**src/rtl/ifu_way1_pkg.sv**
```systemverilog
// ============================================================================
// Module  : ifu_way1_pkg
// Brief   : Shared core types and constants for the way-1 fetch unit.
// Rev     : 1.0  initial release
// ============================================================================
`default_nettype none

package ifu_way1_pkg;

  localparam int XLEN = 32;
  localparam logic [XLEN-1:0] NOP_INST = 32'h0000_0013;

  typedef struct packed {
    logic [XLEN-1:0] inst;
    logic [XLEN-1:0] pc;
  } fetch_entry_t;

  typedef enum logic [0:0] {
    ST_IDLE = 1'b0,
    ST_REQ  = 1'b1
  } fetch_state_e;

endpackage

`default_nettype wire

```
**src/rtl/ifu_fifo.sv**
```systemverilog
// ============================================================================
// Module  : ifu_fifo
// Brief   : Parameterised synchronous FIFO with synchronous clear and count.
// Rev     : 1.0  initial release
// ============================================================================
`default_nettype none

module ifu_fifo #(
  parameter int DEPTH = 2,
  parameter int WIDTH = 32
) (
  input  logic                       clk,
  input  logic                       reset,
  input  logic                       clear_i,
  input  logic                       push_i,
  input  logic [WIDTH-1:0]           data_i,
  input  logic                       pop_i,
  output logic [WIDTH-1:0]           data_o,
  output logic                       full_o,
  output logic                       empty_o,
  output logic [$clog2(DEPTH+1)-1:0] count_o
);

  localparam int PW = $clog2(DEPTH);
  localparam int CW = $clog2(DEPTH+1);

  logic [WIDTH-1:0] mem_q [DEPTH];
  logic [PW-1:0]    wr_ptr_q, rd_ptr_q;
  logic [CW-1:0]    count_q;
  logic             do_push, do_pop;

  assign do_push = push_i & ~full_o;
  assign do_pop  = pop_i & ~empty_o;

  assign full_o  = (count_q == CW'(DEPTH));
  assign empty_o = (count_q == '0);
  assign count_o = count_q;
  assign data_o  = mem_q[rd_ptr_q];

  // Storage is reset too so the head reads as zero straight out of reset.
  always_ff @(posedge clk or posedge reset) begin
    if (reset) begin
      wr_ptr_q <= '0;
      rd_ptr_q <= '0;
      count_q  <= '0;
      for (int i = 0; i < DEPTH; i++) mem_q[i] <= '0;
    end else if (clear_i) begin
      wr_ptr_q <= '0;
      rd_ptr_q <= '0;
      count_q  <= '0;
    end else begin
      if (do_push) begin
        mem_q[wr_ptr_q] <= data_i;
        wr_ptr_q        <= wr_ptr_q + 1'b1;
      end
      if (do_pop) rd_ptr_q <= rd_ptr_q + 1'b1;
      count_q <= count_q + CW'(do_push) - CW'(do_pop);
    end
  end

endmodule

`default_nettype wire

```
**src/rtl/ifu_way1.sv**
```systemverilog
// ============================================================================
// Module  : ifu_way1
// Brief   : Way-1 instruction fetch: credit-limited req/gnt/rvalid issue with
//           in-order PC pairing, decode buffer and jump-flush discard.
// Rev     : 1.0  initial release
// ============================================================================
`default_nettype none

module ifu_way1
  import ifu_way1_pkg::*;
#(
  parameter int DEPTH = 2
) (
  input  logic            clk,
  input  logic            reset,
  input  logic            pc_valid_i,
  input  logic [XLEN-1:0] pc_i,
  output logic            pc_ready_o,
  input  logic            flush_i,
  output logic            imem_req_o,
  output logic [XLEN-1:0] imem_addr_o,
  input  logic            imem_gnt_i,
  input  logic            imem_rvalid_i,
  input  logic [XLEN-1:0] imem_rdata_i,
  output logic            inst_valid_o,
  output logic [XLEN-1:0] inst_o,
  output logic [XLEN-1:0] inst_pc_o,
  input  logic            inst_ready_i
);

  localparam int CW = $clog2(DEPTH+1);

  fetch_state_e    state_q;
  logic [XLEN-1:0] addr_q;
  logic            kill_pend_q;
  logic [CW-1:0]   outstanding_q, outstanding_d;
  logic [CW-1:0]   discard_q, discard_d;

  logic            req_q, accept, grant, resp, buf_push;
  logic [CW:0]     used;
  logic [XLEN-1:0] head_pc;
  logic [CW-1:0]   pcq_count, buf_count;
  logic            pcq_full, pcq_empty, buf_full, buf_empty;
  logic [2*XLEN-1:0] buf_head;
  fetch_entry_t    buf_in, buf_out;

  assign req_q  = (state_q == ST_REQ);
  assign grant  = req_q & imem_gnt_i;
  assign resp   = imem_rvalid_i;
  assign used   = (CW+1)'(outstanding_q) + (CW+1)'(req_q) + (CW+1)'(buf_count);
  assign pc_ready_o = ~req_q & (used < (CW+1)'(DEPTH)) & ~flush_i;
  assign accept = pc_valid_i & pc_ready_o;
  assign buf_push = resp & ~flush_i & (discard_q == '0);

  assign imem_req_o  = req_q;
  assign imem_addr_o = addr_q;

  // Flush snapshots outstanding after this cycle's grant/response; otherwise
  // drained responses and late grants of a killed request adjust the count.
  always_comb begin
    outstanding_d = outstanding_q + CW'(grant) - CW'(resp);
    discard_d     = discard_q;
    if (flush_i) begin
      discard_d = outstanding_d;
    end else begin
      if (resp && discard_q != '0) discard_d = discard_d - 1'b1;
      if (grant && kill_pend_q)    discard_d = discard_d + 1'b1;
    end
  end

  always_ff @(posedge clk or posedge reset) begin
    if (reset) begin
      state_q       <= ST_IDLE;
      addr_q        <= '0;
      kill_pend_q   <= 1'b0;
      outstanding_q <= '0;
      discard_q     <= '0;
    end else begin
      outstanding_q <= outstanding_d;
      discard_q     <= discard_d;
      if (grant)                          kill_pend_q <= 1'b0;
      else if (flush_i && req_q)          kill_pend_q <= 1'b1;
      case (state_q)
        ST_IDLE: if (accept) begin
          state_q <= ST_REQ;
          addr_q  <= pc_i;
        end
        ST_REQ:  if (grant) state_q <= ST_IDLE;
        default: state_q <= ST_IDLE;
      endcase
    end
  end

  ifu_fifo #(.DEPTH(DEPTH), .WIDTH(XLEN)) u_pc_queue (
    .clk     (clk),
    .reset   (reset),
    .clear_i (1'b0),
    .push_i  (grant),
    .data_i  (addr_q),
    .pop_i   (resp),
    .data_o  (head_pc),
    .full_o  (pcq_full),
    .empty_o (pcq_empty),
    .count_o (pcq_count)
  );

  assign buf_in = '{inst: imem_rdata_i, pc: head_pc};

  ifu_fifo #(.DEPTH(DEPTH), .WIDTH(2*XLEN)) u_inst_buf (
    .clk     (clk),
    .reset   (reset),
    .clear_i (flush_i),
    .push_i  (buf_push),
    .data_i  (buf_in),
    .pop_i   (inst_valid_o & inst_ready_i),
    .data_o  (buf_head),
    .full_o  (buf_full),
    .empty_o (buf_empty),
    .count_o (buf_count)
  );

  assign buf_out      = fetch_entry_t'(buf_head);
  assign inst_valid_o = ~buf_empty;
  assign inst_o       = buf_out.inst;
  assign inst_pc_o    = buf_out.pc;

  a_rvalid_needs_outstanding : assert property (
    @(posedge clk) disable iff (reset) imem_rvalid_i |-> (outstanding_q != '0));

  logic unused_ok;
  assign unused_ok = &{1'b0, pcq_full, pcq_empty, pcq_count, buf_full};

endmodule

`default_nettype wire
```
**config.mk**
```make
export PLATFORM = sky130hd
export DESIGN_NAME = ifu_way1
export DESIGN_NICKNAME = d
export VERILOG_FILES = /design/src/rtl/ifu_way1_pkg.sv /design/src/rtl/ifu_fifo.sv /design/src/rtl/ifu_way1.sv
export SDC_FILE = /design/constraint.sdc
export NUM_CORES = 1
export LEC_CHECK = 0
export CAP_MARGIN = 25
export CORE_MARGIN = 1
export CORE_UTILIZATION = 53
export DETAILED_ROUTE_END_ITERATION = 16
export GPL_TIMING_DRIVEN = 0
export MAX_ROUTING_LAYER = met4
export PLACE_DENSITY_LB_ADDON = 0.12
export SYNTH_ARGS = -nofsm -noshare
export SYNTH_HDL_FRONTEND = slang
export SYNTH_SLANG_ARGS = --single-unit
```
**constraint.sdc**
```tcl
create_clock -name clk -period 9.6 [get_ports clk]
set_clock_uncertainty 0.05 [all_clocks]
set_input_delay 1.92 -clock clk [delete_from_list [all_inputs] [get_ports clk]]
set_output_delay 1.92 -clock clk [all_outputs]
set_load 0.05 [all_outputs]
```
# Word level (Yosys, flattened, before mapping)
# Cells that the tools add are included.
dict set report word_totals {
  ff_bits 238
  latchBits 0
  mem_bits_rw 0
  romBits 0
  input_bits 71
  out_inout_bits 99
  word_cells 99
  n_memories 0
}
dict set report classes {
  add_sub_neg 14
  mul 0
  div_mod_pow 0
  magnitude_cmp 7
  eq_ne 2
  shift 0
  n_mux 26
  bitwise_logic 21
  reduce_logical 14
}
# op n
set ops {}
lappend ops {{$mux 64} 4}
lappend ops {{$bwmux 128} 1}
lappend ops {{$mux 32} 4}
lappend ops {{$bwmux 64} 1}
lappend ops {{$demux 64 s1} 1}
lappend ops {{$demux 32 s1} 1}
lappend ops {{$and 1x1->1} 11}
lappend ops {{$mux 2} 5}
lappend ops {{$ge 2x2->1 const B} 4}
lappend ops {{$mux 1} 8}
lappend ops {{$not 1->2} 4}
lappend ops {{$reduce_bool 2->1} 4}
lappend ops {{$add 2x1->2} 3}
lappend ops {{$logic_not 2->1} 3}
lappend ops {{$not 1->1} 6}
lappend ops {{$sub 2x1->2} 3}
lappend ops {{$logic_and 1x1->1} 5}
lappend ops {{$add 1x1->1 const B} 4}
lappend ops {{$eq 2x2->1 const B} 2}
lappend ops {{$lt 2x1->1 const B} 2}
lappend ops {{$reduce_and 2->1} 2}
lappend ops {{$add 2x1->3} 1}
lappend ops {{$add 3x2->3} 1}
lappend ops {{$lt 3x2->1 const B} 1}
lappend ops {{3 further kinds} 3}

# Logic depth before layout (Yosys ltp)
# Gate-level depths: netlist (run 1).
dict set report logic_depth {
  ltp_word 8
  ltp_mapped 8
  depth_no_buf 8
}

# Hierarchy
# A second synthesis (run 1) with hierarchy kept.
dict set report hier_totals {
  cells_unflattened 674
  area_unflattened_um2 10344.9
}
# mod instances cells_each area_each_um2
set by_module_without_submodules {}
lappend by_module_without_submodules {{ifu_fifo (u_inst_buf)} 1 366 5746.8}
lappend by_module_without_submodules {{ifu_fifo (u_pc_queue)} 1 196 3000.4}
lappend by_module_without_submodules {ifu_way1 1 112 1597.8}

# Worst setup path after synthesis (run 1)
# Ideal clock, no wire load.
dict set report synth_path {
  path_type {input-to-output}
  from {input flush_i}
  to {output pc_ready_o}
  arrival_time_ns 2.785
  required_ns 7.630
  setup_slack_ns 4.845
  stages 2
  path_buffers 1
  path_cell_list {buf_2 -> nor3_2}
}
dict set report synth_between {
  elab_chain_cells 2
}
# item line_no
set synth_lines {}
lappend synth_lines {{start: declaration} ifu_way1.sv:19} ;# input logic flush_i,
lappend synth_lines {{$not 1->1 (no source line)} -}
lappend synth_lines {{$and 1x1->1} ifu_way1.sv:51} ;# assign pc_ready_o = ~req_q & (used < (CW+1)'(DEPTH)) & ~flush_i;
lappend synth_lines {{end: declaration} ifu_way1.sv:18} ;# output logic pc_ready_o,
# Every way passes these cells.

# Final worst setup path (run 1)
# Ends and elaborated chain as after synthesis.

==> impl_results.md, run 1 <==
- Status: complete, no violations
- Fmax: 195 MHz
- Ratio of cells with drive above 1 in the final layout: 0.265
- Switching power: 0.00202 W
- YS warnings: 0
- Primary FF master, synth: dfrtp_1
- #FFs+latches synth: 238
- Sequential share of power: 0.337
- Site Rows: 49
- Maximum fanout along the worst path: 10
- Final count of pins violating max slew: 0
- Vias: 6310
- Core area: 18300 um^2
- # nets final: 1006
- Post-Syn Nets: 809
- Routed Wire Length: 21.7 mm
- Max_slew headroom: 0.508
- Sw Share: 0.404
- Maxcap violations: 0
- Antenna viol nets, final: 0
- Critical Path RT: 7.63 ns
- Total I/O pin count: 170
- CTS sink count: 238
- # H-tree levels: 1
- Avg WL per Cell: 18.5 um
- Cells after synthesis: 729
- Logic pwr share: 0.466
- Vias in the first global route: 6936
- Pre-antenna DRT Iters: 5
- Port bufs: 168
- Root Driver: clkbuf_16
- Final Wtd Congestion: 0.760
- TritonCTS clock tree: yes
- Setup slack after layout: 4.47 ns
- CTS resizes: 0
- Gr usage total: 0.239
- Fin util: 0.708
- Flop-to-flop setup slack: 6.91 ns
- DRC: 0
- Grt ovf: 0
- Setup Total Neg Slack: 0 ns
- Syn Area/Cell: 13.8 um^2
- Netlist Area Pre-Place: 10000 um^2
- Arrival time worst endpoint: 3.16 ns
- Int Pwr: 0.00298 W
- Worst-margin pin slew: 0.737 ns
- Hold Path Class: flip-flop to flip-flop
- Die Wd: 140 um
- Number of diodes: 0
- Clock Latency Late Sink: 0.52 ns
- HPWL Detailed: 15.0 mm
- Initial antenna violation count: 0
- EDFF count, synth: 0
- Area grow syn2layout: 28.6%
- Hold buffers post-CTS: 0
- Hold Fails Final Rpt: 0
- Seq/Total Area, Yosys: 0.593
- Pin count of the biggest net entering global routing: 141
- Dpl ws: 4.48 ns
- Setup CP Type: input pin to output pin
- Vias per cell: 5.37
- Inserted Clock Buffers: 25
- CP startpoint kind: input pin
- Setup Viol. Count Final: 0
- Clock share of power: 0.197
- Starting Density: 0.550
- Clock slew at reported path FFs: 0.06 ns
- Initial DRC count: 280
- Power Density: 387 nW/um^2
- Synth async-reset ratio: 1.00
- Setup repair after global routing missed its margin: false
- Fin crit share: 0.535
- Worst setup EP type: output pin
- Tmin final: 5.13 ns
- CTS max path bufs: 3
- VDD IR max: 0.000249 V
- Post-CTS Setup Inserts: 0
- Total die area: 19500 um^2
- First-pass GRT wire length: 36.0 mm
- P_leak: 5.90 nW
- Netlist cell types: 34
- Overall power: 0.00500 W
- Die height: 140 um
-- power groups by stage --
stage	clock, W	combinational [W]	sequential, W
2_1_floorplan	0	0.00143	0.00186
3_3_place_gp	0	0.00229	0.00166
3_5_place_dp	0	0.00234	0.00170
4_1_cts	0.00100	0.00235	0.00169
5_1_grt	0.00105	0.00247	0.00174
6_report	0.000985	0.00233	0.00169
-- stage by stage --
step	hold WS, ns	cells	area [um^2]
after floorplan	0.394	729	10000
after global placement	0.405	1126	12000
after detailed placement	0.415	1128	12100
after CTS	0.430	1174	12900
after global routing	0.451	1174	12900
final	0.428	1174	12900
-- cell usage in the layout, fill, tap and decap left out, drive strengths merged, types with 2 or more instances in the layout --
cell / instances
dfrtp: 238
mux2: 224
clkdlybuf4s50: 168
nand2: 69
o21ai: 67
clkbuf: 44
buf: 36
mux2i: 33
inv: 13
xnor2: 9
ha: 8
clkinv: 5
nor2: 4
a21oi: 4
xor2: 3
bufinv: 3
nand2b: 2
nor2b: 2
-- logic make-up (layout without fill, tap and decap cells) --
group | count (synthesis) | in the layout | share of synthesized area
flops | 238 | 238 | 0.593
buf+inv | 54 | 270 | 0.0265
compound gates | 73 | 73 | 0.0378
xor+xnor | 12 | 12 | 0.0105
mux | 257 | 257 | 0.284
fa+ha+maj | 9 | 9 | 0.0120
simple gates | 86 | 86 | 0.0367
-- final timing paths --
| path | startpoint | endpoint | depth (start not counted) |
|---|---|---|---|
| worst max-delay path | flush_i | pc_ready_o | 3 |
| worst min-delay path | u_inst_buf.mem_q[82] | u_inst_buf.mem_q[82] | 2 |
| worst max register to register | u_inst_buf.count_o[0] | imem_addr_o[15] | 8 |
| worst min register to register | u_inst_buf.mem_q[82] | u_inst_buf.mem_q[82] | 2 |
| max in group asynchronous | reset | u_inst_buf.mem_q[84] | 4 |
| min in group asynchronous | reset | kill_pend_q | 2 |
-- cells in the mapped netlist (all sizes together), types with 2 or more instances --
library cell	instances	area share
a21oi	4	0.0031
buf	34	0.019
clkbuf	8	0.0030
dfrtp	238	0.59
ha	8	0.010
inv	12	0.0045
mux2	224	0.25
mux2i	33	0.033
nand2	69	0.026
nand2b	2	0.0012
nor2	4	0.0015
nor2b	2	0.0015
o21ai	67	0.033
xnor2	9	0.0078
xor2	3	0.0026
-- layout make-up --
class / count / area (um^2)
inverters: 12 / 52.6
fillers: 1291 / 5340
clock buffers: 36 / 717
multi-input cells: 437 / 3830
well taps: 229 / 287
flip-flops and latches: 238 / 5960
clock inverters: 10 / 131
repair buffers: 170 / 1740
plain buffers: 42 / 221
-- layer usage --
layer / global-route usage / share of wire
met3: 0.0299 / 0.041
met4: 0.0515 / 0.017
met1: 0.311 / 0.45
met5: - / 0
met2: 0.404 / 0.49
-- registers in the layout, indices dropped and copies added, names as in the netlist --
| register | count |
|---|---|
| imem_addr_o | 32 |
| u_inst_buf.wr_ptr_q | 1 |
| outstanding_q | 2 |
| u_inst_buf.count_o | 2 |
| u_pc_queue.mem_q | 64 |
| u_pc_queue.wr_ptr_q | 1 |
| kill_pend_q | 1 |
| discard_q | 2 |
| u_inst_buf.rd_ptr_q | 1 |
| u_inst_buf.mem_q | 128 |
| u_pc_queue.count_o | 2 |
| imem_req_o | 1 |
| u_pc_queue.rd_ptr_q | 1 |
-- critical path, cell delays in order --
cell and delay, ns:
buf_2 0.17, nor3_2 0.23, clkdlybuf4s50_1 0.84
Power figures use the tool's default switching activity.
==> run 2, diff against run 1 <==
--- a/config.mk
+++ b/config.mk
@@ -7,7 +7,7 @@
 export LEC_CHECK = 0
 export CAP_MARGIN = 25
 export CORE_MARGIN = 1
-export CORE_UTILIZATION = 53
+export CORE_UTILIZATION = 48
 export DETAILED_ROUTE_END_ITERATION = 16
 export GPL_TIMING_DRIVEN = 0
 export MAX_ROUTING_LAYER = met4
==> constraint.sdc (replaced) <==
create_clock -name clk -period 4.58 [get_ports clk]
set_clock_uncertainty 0.05 [all_clocks]
set_input_delay 0.916 -clock clk [delete_from_list [all_inputs] [get_ports clk]]
set_output_delay 0.916 -clock clk [all_outputs]
set_load 0.05 [all_outputs]
==> impl_results.md, run 2 (synthesis results as in run 1) <==
- Status: complete, no violations
- Int Pwr: 0.00612 W (+110%)
- Final count of pins violating max slew: 0 (unchanged)
- Worst-margin pin slew: 0.743 ns (+0.00548 ns)
- Area grow syn2layout: 28.9%
- Max FFs per register: 128 (unchanged)
- P_leak: 5.88 nW (-0.34%)
- Routed Wire Length: 21.4 mm (-1.2%)
- HPWL Detailed: 15.4 mm (+2.8%)
- # nets final: 1009 (+0.30%)
- Hold buffers post-CTS: 0 (unchanged)
- Final Instance Area: 12900 um^2 (+0.16%)
- Port bufs: 168 (unchanged)
- Arrival time worst endpoint: 2.93 ns (-0.23 ns)
- Vias in the first global route: 7057 (+1.7%)
- Clock share of power: 0.185 (-0.012)
- Sequential share of power: 0.342 (+0.005)
- Grt ovf: 0 (unchanged)
- Critical Path RT: 3.61 ns (-4.02 ns)
- Setup repair after global routing missed its margin: false
- Setup CP Type: flip-flop to output pin
- DRC: 0 (unchanged)
- Worst setup EP type: output pin
- VDD IR max: 0.000470 V (+89%)
- Site Rows: 52 (+6.1%)
- CTS resizes: 0 (unchanged)
- Post-CTS Setup Inserts: 0 (unchanged)
- Clock slew at reported path FFs: 0.06 ns (about the same)
- Final Wtd Congestion: 0.800 (+5.4%)
- Core area: 20400 um^2 (+11%)
- Avg WL per Cell: 17.6 um (-4.6%)
- Switching power: 0.00416 W (+110%)
- Initial DRC count: 200 (-29%)
- Sw Share: 0.405 (+0.000909)
- Fmax: 257 MHz
- Max stage delay cell, worst path: clkdlybuf4s50_1
- Antenna viol nets, final: 0 (unchanged)
- CTS max path bufs: 3 (unchanged)
- Maximum fanout along the worst path: 10 (unchanged)
- Vias: 6333 (+0.36%)
- Number of diodes: 0 (unchanged)
- First-pass GRT wire length: 35.9 mm (-0.11%)
- Reg with most FFs: u_inst_buf.mem_q
- # H-tree levels: 1 (unchanged)
- Root Driver: clkbuf_16
- Setup Viol. Count Final: 0 (unchanged)
- Logic pwr share: 0.473 (+0.007)
- Maxcap violations: 0 (unchanged)
- Commonest cells after routing, fill and taps aside: dfrtp_1 (238), clkdlybuf4s50_1 (168), mux2_2 (167)
- Fin crit share: 0.850
- CP startpoint kind: flip-flop
- Total I/O pin count: 170 (unchanged)
- Most common cell after layout, fill and taps aside: dfrtp_1
- CP Cell Sequence: clkbuf_1, buf_2, mux2_2, clkdlybuf4s50_1
- Gr usage total: 0.215 (-0.0247)
- Total die area: 21500 um^2 (+10%)
- CTS sink count: 238 (unchanged)
- Initial antenna violation count: 0 (unchanged)
- Die Wd: 147 um (+5.0%)
- Ratio of cells with drive above 1 in the final layout: 0.262 (-0.00239)
- Hold Path Class: flip-flop to flip-flop
- Pre-antenna DRT Iters: 4 (-1)
- TritonCTS clock tree: yes
- Inserted Clock Buffers: 25 (unchanged)
- CP max stage delay: 0.74 ns (-0.10 ns)
- Vias per cell: 5.21 (-3.1%)
- Starting Density: 0.493 (-0.0566)
- Clock Latency Late Sink: 0.52 ns (about the same)
- Pin count of the biggest net entering global routing: 46 (-67%)
- Dpl cell area: 12200 um^2 (+0.77%)
- Setup Total Neg Slack: 0 ns (unchanged)
- Max_slew headroom: 0.504 (-0.00470)
- Die height: 147 um (+5.0%)
- Hold Fails Final Rpt: 0 (unchanged)
- Power Density: 794 nW/um^2 (+110%)
- Tmin final: 3.90 ns
-- run 2: metrics by stage --
stage / util / setup slack (ns) / total power, W / hold WS [ns] / cells
floorplan: - / 0.494 / 0.00691 / 0.394 / 729
CTS: 0.636 / 0.621 / 0.0104 / 0.429 / 1216
global placement: 0.593 / -0.986 / 0.00828 / 0.406 / 1167
detailed placement: 0.598 / 1.18 / 0.00846 / 0.416 / 1172
finish: 0.636 / 0.685 / 0.0103 / 0.425 / 1216
global route: 0.636 / 0.560 / 0.0108 / 0.442 / 1216
-- run 2: final cells by class --
| type | instances | area (um^2) |
|---|---|---|
| Clock buffer | 38 | 714 |
| Tap cell | 270 | 338 |
| Clock inverter | 6 | 62.6 |
| Buffer | 42 | 221 |
| Sequential cell | 238 | 5960 |
| Inverter | 12 | 48.8 |
| Fill cell | 1545 | 7410 |
| Multi-Input combinational cell | 437 | 3830 |
| Timing Repair Buffer | 173 | 1780 |
-- run 2: routing by layer --
metal  GRT usage  vias to the layer above  share of wire
li1            -                     2945              -
met5           -                        -              0
met1       0.266                     3215           0.43
met2       0.369                      146           0.51
met3      0.0354                       27          0.044
met4      0.0474                        0          0.017
-- run 2: final timing paths --
kind | from | endpoint | depth (start not counted) | slack, ns
setup / recovery | u_inst_buf.rd_ptr_q | inst_pc_o[0] | 4 | 0.68
hold / removal | u_inst_buf.mem_q[5] | u_inst_buf.mem_q[5] | 2 | 0.43
setup reg to reg | outstanding_q[0] | imem_addr_o[29] | 8 | 1.87
hold reg to reg | u_inst_buf.mem_q[5] | u_inst_buf.mem_q[5] | 2 | 0.43
max in group asynchronous | reset | u_inst_buf.mem_q[62] | 4 | 2.69
min in group asynchronous | reset | u_inst_buf.mem_q[68] | 2 | 0.82
-- run 2: power groups by stage --
stage / Combinational, W / Clock (W) / Sequential (W)
3_5_place_dp: 0.00490 / 0 / 0.00356
3_3_place_gp: 0.00480 / 0 / 0.00349
5_1_grt: 0.00516 / 0.00204 / 0.00364
6_report: 0.00487 / 0.00190 / 0.00351
4_1_cts: 0.00493 / 0.00196 / 0.00353
2_1_floorplan: 0.00300 / 0 / 0.00391
-- run 2: critical path, delay by kind of cell (launching register included) --
kind | cells | cell delay [ns]
buf+inv | 3 | 1.70
flops | 1 | 0.33
mux | 1 | 0.38
